`config.mk`:
```
export PLATFORM = sky130hd
export DESIGN_NAME = axi_llc_arcane_desc_mux
export DESIGN_NICKNAME = d
export VERILOG_FILES = /design/src/rtl/axi_llc_arcane_pkg.sv /design/src/rtl/axi_llc_arcane_desc_reg.sv /design/src/rtl/axi_llc_arcane_desc_mux.sv
export SDC_FILE = /design/constraint.sdc
export NUM_CORES = 1
export LEC_CHECK = 0
export ABC_AREA = 1
export CAP_MARGIN = 25
export CORE_UTILIZATION = 44
export DETAILED_ROUTE_END_ITERATION = 6
export PLACE_DENSITY_LB_ADDON = 0.15
export SETUP_SLACK_MARGIN = 0.4
export SYNTH_ARGS = -nofsm -noshare
export SYNTH_HDL_FRONTEND = slang
export SYNTH_SLANG_ARGS = --single-unit
export TNS_END_PERCENT = 20
```
`constraint.sdc`:
```
create_clock -name clk_i -period 2.21 [get_ports clk_i]
set_clock_uncertainty 0.05 [all_clocks]
set_input_delay 0.3315 -clock clk_i [delete_from_list [all_inputs] [get_ports clk_i]]
set_output_delay 0.3315 -clock clk_i [all_outputs]
set_load 0.02 [all_outputs]
```
`src/rtl/axi_llc_arcane_pkg.sv`:
```
// Shared types and constants for the ARCANE descriptor mux.
//   arcane_mux_state_e : lock-mode FSM states of the descriptor mux
//   ArcMaxOutstanding  : default bound on in-flight ARCANE descriptors
package axi_llc_arcane_pkg;

    localparam int unsigned ArcMaxOutstanding = 8;

    typedef enum logic [1:0] {
        StNormal = 2'd0,
        StToArc  = 2'd1,
        StArcane = 2'd2,
        StToNorm = 2'd3
    } arcane_mux_state_e;

endpackage

```
`src/rtl/axi_llc_arcane_desc_reg.sv`:
```
// Single-entry valid/ready register carrying a descriptor plus a one-bit tag.
// Ports:
//   clk_i, rst_i      : clock, synchronous active-high reset
//   in_desc_i/tag_i   : descriptor and tag to store
//   in_valid_i        : push request (upstream qualifies it with in_ready_o)
//   in_ready_o        : entry free, or being drained this cycle
//   out_desc_o/tag_o  : stored descriptor and tag
//   out_valid_o       : entry occupied
//   out_ready_i       : downstream accepts the entry
module axi_llc_arcane_desc_reg #(
    parameter type desc_t = logic
) (
    input  logic  clk_i,
    input  logic  rst_i,
    input  desc_t in_desc_i,
    input  logic  in_tag_i,
    input  logic  in_valid_i,
    output logic  in_ready_o,
    output desc_t out_desc_o,
    output logic  out_tag_o,
    output logic  out_valid_o,
    input  logic  out_ready_i
);

    logic  full_q, full_d;
    logic  tag_q, tag_d;
    desc_t desc_q, desc_d;

    always_comb begin
        in_ready_o = !full_q || out_ready_i;
        full_d     = full_q;
        tag_d      = tag_q;
        desc_d     = desc_q;
        if (in_valid_i && in_ready_o) begin
            full_d = 1'b1;
            tag_d  = in_tag_i;
            desc_d = in_desc_i;
        end else if (out_ready_i) begin
            full_d = 1'b0;
        end
    end

    always_ff @(posedge clk_i) begin
        if (rst_i) begin
            full_q <= 1'b0;
            tag_q  <= 1'b0;
            desc_q <= '0;
        end else begin
            full_q <= full_d;
            tag_q  <= tag_d;
            desc_q <= desc_d;
        end
    end

    assign out_desc_o  = desc_q;
    assign out_tag_o   = tag_q;
    assign out_valid_o = full_q;

endmodule

```
`src/rtl/axi_llc_arcane_desc_mux.sv`:
```
// Merges normal-path and ARCANE DMA descriptors towards the hit/miss unit.
// ARCANE descriptors pass only while the LLC is locked, normal ones only while
// unlocked; mode changes wait for the output register to empty (and, leaving
// ARCANE, for all in-flight ARCANE descriptors to complete).
// Ports:
//   clk_i, rst_i                    : clock, synchronous active-high reset
//   lock_i                          : LLC locked for ARCANE
//   norm_desc/valid_i, norm_ready_o : normal-path descriptor input
//   arc_desc/valid_i, arc_ready_o   : ARCANE descriptor input
//   desc_o, desc_valid_o, desc_ready_i : descriptor output to hit/miss unit
//   arc_done_i                      : pulse, one ARCANE descriptor completed
//   mode_arcane_o, drained_o        : mode status for the lock FSM
//   arc_outstanding_o               : in-flight ARCANE count
//   err_o                           : sticky protocol error
module axi_llc_arcane_desc_mux
    import axi_llc_arcane_pkg::*;
#(
    parameter type         desc_t         = logic,
    parameter int unsigned MaxOutstanding = ArcMaxOutstanding,
    parameter int unsigned CntWidth       = $clog2(MaxOutstanding + 1)
) (
    input  logic                clk_i,
    input  logic                rst_i,
    input  logic                lock_i,
    input  desc_t               norm_desc_i,
    input  logic                norm_valid_i,
    output logic                norm_ready_o,
    input  desc_t               arc_desc_i,
    input  logic                arc_valid_i,
    output logic                arc_ready_o,
    output desc_t               desc_o,
    output logic                desc_valid_o,
    input  logic                desc_ready_i,
    input  logic                arc_done_i,
    output logic                mode_arcane_o,
    output logic                drained_o,
    output logic [CntWidth-1:0] arc_outstanding_o,
    output logic                err_o
);

    arcane_mux_state_e   state_q, state_d;
    logic [CntWidth-1:0] cnt_q, cnt_d;
    logic                err_q, err_d;

    logic        reg_in_ready, reg_full, reg_tag, reg_push, reg_in_tag;
    desc_t       reg_in_desc;
    logic        full_arc, arc_room, cnt_inc, cnt_dec;
    logic [31:0] occupancy;

    axi_llc_arcane_desc_reg #(
        .desc_t(desc_t)
    ) u_desc_reg (
        .clk_i      (clk_i),
        .rst_i      (rst_i),
        .in_desc_i  (reg_in_desc),
        .in_tag_i   (reg_in_tag),
        .in_valid_i (reg_push),
        .in_ready_o (reg_in_ready),
        .out_desc_o (desc_o),
        .out_tag_o  (reg_tag),
        .out_valid_o(reg_full),
        .out_ready_i(desc_ready_i)
    );

    // Source gating and input selection.
    always_comb begin
        full_arc  = reg_full && reg_tag;
        // An ARCANE entry still in the register counts against the limit so
        // the counter cannot exceed MaxOutstanding once it is emitted.
        occupancy = 32'(cnt_q) + 32'(full_arc);
        arc_room  = occupancy < MaxOutstanding;

        norm_ready_o = (state_q == StNormal) && reg_in_ready;
        arc_ready_o  = (state_q == StArcane) && reg_in_ready && arc_room;

        reg_in_tag  = (state_q == StArcane);
        reg_in_desc = reg_in_tag ? arc_desc_i : norm_desc_i;
        reg_push    = (norm_valid_i && norm_ready_o) || (arc_valid_i && arc_ready_o);
    end

    // Outstanding counter and sticky error.
    always_comb begin
        cnt_inc = desc_valid_o && desc_ready_i && reg_tag;
        // A completion with nothing outstanding is an error, not a wrap.
        cnt_dec = arc_done_i && (cnt_q != '0);
        cnt_d   = cnt_q;
        if (cnt_inc && !cnt_dec) begin
            cnt_d = cnt_q + CntWidth'(1);
        end else if (!cnt_inc && cnt_dec) begin
            cnt_d = cnt_q - CntWidth'(1);
        end

        err_d = err_q
              || (arc_done_i && (cnt_q == '0))
              || (arc_valid_i && (state_q == StNormal));
    end

    // Mode FSM.
    always_comb begin
        state_d = state_q;
        unique case (state_q)
            StNormal: begin
                if (lock_i) state_d = StToArc;
            end
            StToArc: begin
                if (!lock_i)        state_d = StNormal;
                else if (!reg_full) state_d = StArcane;
            end
            StArcane: begin
                if (!lock_i) state_d = StToNorm;
            end
            StToNorm: begin
                if (lock_i) begin
                    state_d = StArcane;
                end else if (!reg_full && (cnt_q == '0) && !arc_done_i) begin
                    state_d = StNormal;
                end
            end
            default: state_d = StNormal;
        endcase
    end

    always_ff @(posedge clk_i) begin
        if (rst_i) begin
            state_q <= StNormal;
            cnt_q   <= '0;
            err_q   <= 1'b0;
        end else begin
            state_q <= state_d;
            cnt_q   <= cnt_d;
            err_q   <= err_d;
        end
    end

    assign desc_valid_o      = reg_full;
    assign mode_arcane_o     = (state_q == StArcane);
    assign drained_o         = (state_q == StNormal) && !reg_full && (cnt_q == '0);
    assign arc_outstanding_o = cnt_q;
    assign err_o             = err_q;

endmodule

```
==> run metrics, run 1 <==
drt wl/cell 11.37 um; DRT Pass-1 Iters 4; Reg area 205.2 um^2; busiest grt layer met2; DRT Wirelength 1478 um; clock root cell clkbuf_4; fill cell count 111; number of I/O pins 20; worst vdd ir 876.8 uV; TritonCTS buffer count 3; clock slew at reported path FFs 80 ps; vias 650; sequential area share after synthesis 0.3206; worst-margin pin slew 239.6 ps; GR met2 Demand/Resource 0.3648; post-route minimum period 1986 ps; Initial Util 0.4739; Die H 39.67 um; DRC Markers 0; Final Core Density 0.6781; Vias/cell 5.000; Area contributors post-synth dfxtp_1 32%, nand2_1 11%, inv_1 7.2%; worst endpoint required time 2370 ps; max cap viols 0; Rows 13; clk_lat worst skew 270 ps; outcome completed; CTS Buffer Depth 2; Final HPWL DP 1076 um; Die ar. 1574 um^2; M3 GR Usage 0.07386; count leader, synth nand2_1; top post-synthesis cells by count 19 x nand2_1, 12 x inv_1, 12 x nor2_1; post-synth cell types 22; WHS 437.6 ps; initial antenna violation count 0; most used flip-flop cell after synthesis dfxtp_1; gr ovfl total 0; largest net degree at the start of global routing 8; critical path peak fanout 3; grt met1 use 0.2976; Worst Setup End Kind flip-flop; final period utilization 0.8985; # nets final 129; Comb power frac 0.566; H-tree depth 1; final setup fails 0; PD cells 1294 nW/um^2; Final ANT Viol Nets 0; syn nets 105; Post-Syn Area 624.3 um^2; port buffer count 19; vias in the first global route 546; syn avg cell area 6.786 um^2; routability cong. 0.8676; Sw Ratio 0.4511; Critical Path AT 2140 ps; Rel. slew slack 0.8396; warning count from the yosys run 0; Clock Power Share 0.150; Net Switching 0.5215 mW; Multi-input gate area 382.9 um^2; Max Slew Vio Count 0; pre-CTS setup slack -28.21 ps; core area 1318 um^2; internal power 0.6347 mW; Area growth, synth to finish 43.09%; final-report hold violation count 0; CTS sink count 10; CP startpoint kind primary input; Yosys top cell by area dfxtp_1; min-delay worst type reg2reg; Max Freq 503.6 MHz; Leak 0.4345 nW; Post-synth EDFFs 0; DRT iter0 DRCs 14; Synth Instances 92; RSZ-0062 raised after global routing yes; Seq pwr share 0.284; final worst-path setup slack 224.3 ps; first-pass GRT wire length 2408 um; CTS tree yes; register bit total from synthesis 10; die width 39.67 um; CTS Hold Bufs 0; Total Routing Usage GR 0.2391; Crit Path Class in2reg; n_diodes 0; asr flop ratio synth 0; share of layout cells above drive strength 1 0.1739; Yosys top cell area share 0.3206
==> layout by cell type, fill, tap and decap left out, types with 4 or more instances in the layout <==
cell type / count
nand3_1: 7
nand2_1: 19
inv_1: 12
a21oi_1: 7
nor2_1: 11
clkdlybuf4s50_1: 16
inv_2: 4
dfxtp_1: 6
dfxtp_2: 4
==> cell type report <==
class | instances | area share
clock buffer | 4 | 0.04062
inverter | 16 | 0.06723
multi-input combinational | 66 | 0.4286
sequential | 10 | 0.2297
tap | 15 | 0.02101
timing repair buffer | 19 | 0.2129
==> flip-flops by register name (all words and copies together), names as in the netlist, named ones only <==
signal	flops
err_o	1
arc_outstanding_o	4
u_desc_reg.out_desc_o	1
state_q	1
u_desc_reg.out_valid_o	1
u_desc_reg.out_tag_o	1
==> power groups by stage <==
stage | clock network, mW | registers, mW | logic (mW)
after floorplan | 0 | 0.366 | 0.369
after global placement | 0 | 0.324 | 0.626
after detailed placement | 0 | 0.326 | 0.638
after CTS | 0.174 | 0.325 | 0.639
after global routing | 0.190 | 0.343 | 0.724
final | 0.173 | 0.329 | 0.654
==> critical path, cell delays in order <==
cell             delay [ps]
clkdlybuf4s50_1         480
inv_1                    40
nor2_1                  100
ha_1                    210
inv_1                   120
ha_4                    300
nand3_1                  70
nand2_1                  90
xor2_1                  180
nand2_1                  90
a21oi_1                 120
==> final timing paths <==
kind                                            from              endpoint  slack, ps  cells after the start
worst max-delay path                    desc_ready_i  arc_outstanding_o[3]        220                     11
worst min-delay path            u_desc_reg.out_tag_o  u_desc_reg.out_tag_o        440                      2
worst max register to register  arc_outstanding_o[0]  arc_outstanding_o[3]        250                     11
worst min register to register  u_desc_reg.out_tag_o  u_desc_reg.out_tag_o        440                      2
==> logic make-up after synthesis <==
family / synth area share
XOR/XNOR: 0.04209
adder cells (fa/ha/maj): 0.09219
AO/OA/AOI/OAI: 0.1323
flip-flops: 0.3206
AND/OR/NAND/NOR: 0.3166
buffers and inverters: 0.09618
==> layer usage <==
layer  vias up  wire [um]
met1       290        697
met3         2         90
met4         0         10
li1        339          -
met5         -          0
met2        19        678
==> timing repair <==
item                       4_1_cts  5_1_grt
setup endpoints to repair        6        7
gates cloned                     0        0
resized for setup                2        4
setup buffers                    0        0
==> per-stage QoR <==
step           power, mW  std cells  area, um^2  setup TNS [ps]
3_5_place_dp      0.9638        126       838.3          -28.21
6_report           1.156        130       893.4               0
2_1_floorplan     0.7352         92       629.4               0
4_1_cts            1.138        130       872.1               0
3_3_place_gp      0.9505        126       838.3               0
5_1_grt            1.257        130       893.4               0
Power figures use the tool's default switching activity.
==> run 2: changes to the inputs <==
--- a/config.mk
+++ b/config.mk
@@ -11,6 +11,7 @@
 export DETAILED_ROUTE_END_ITERATION = 6
 export PLACE_DENSITY_LB_ADDON = 0.15
 export SETUP_SLACK_MARGIN = 0.4
+export SKIP_LAST_GASP = 1
 export SYNTH_ARGS = -nofsm -noshare
 export SYNTH_HDL_FRONTEND = slang
 export SYNTH_SLANG_ARGS = --single-unit
==> results of run 2 <==
Same layout as run 1: the final DEF is identical, and so are final timing and power.
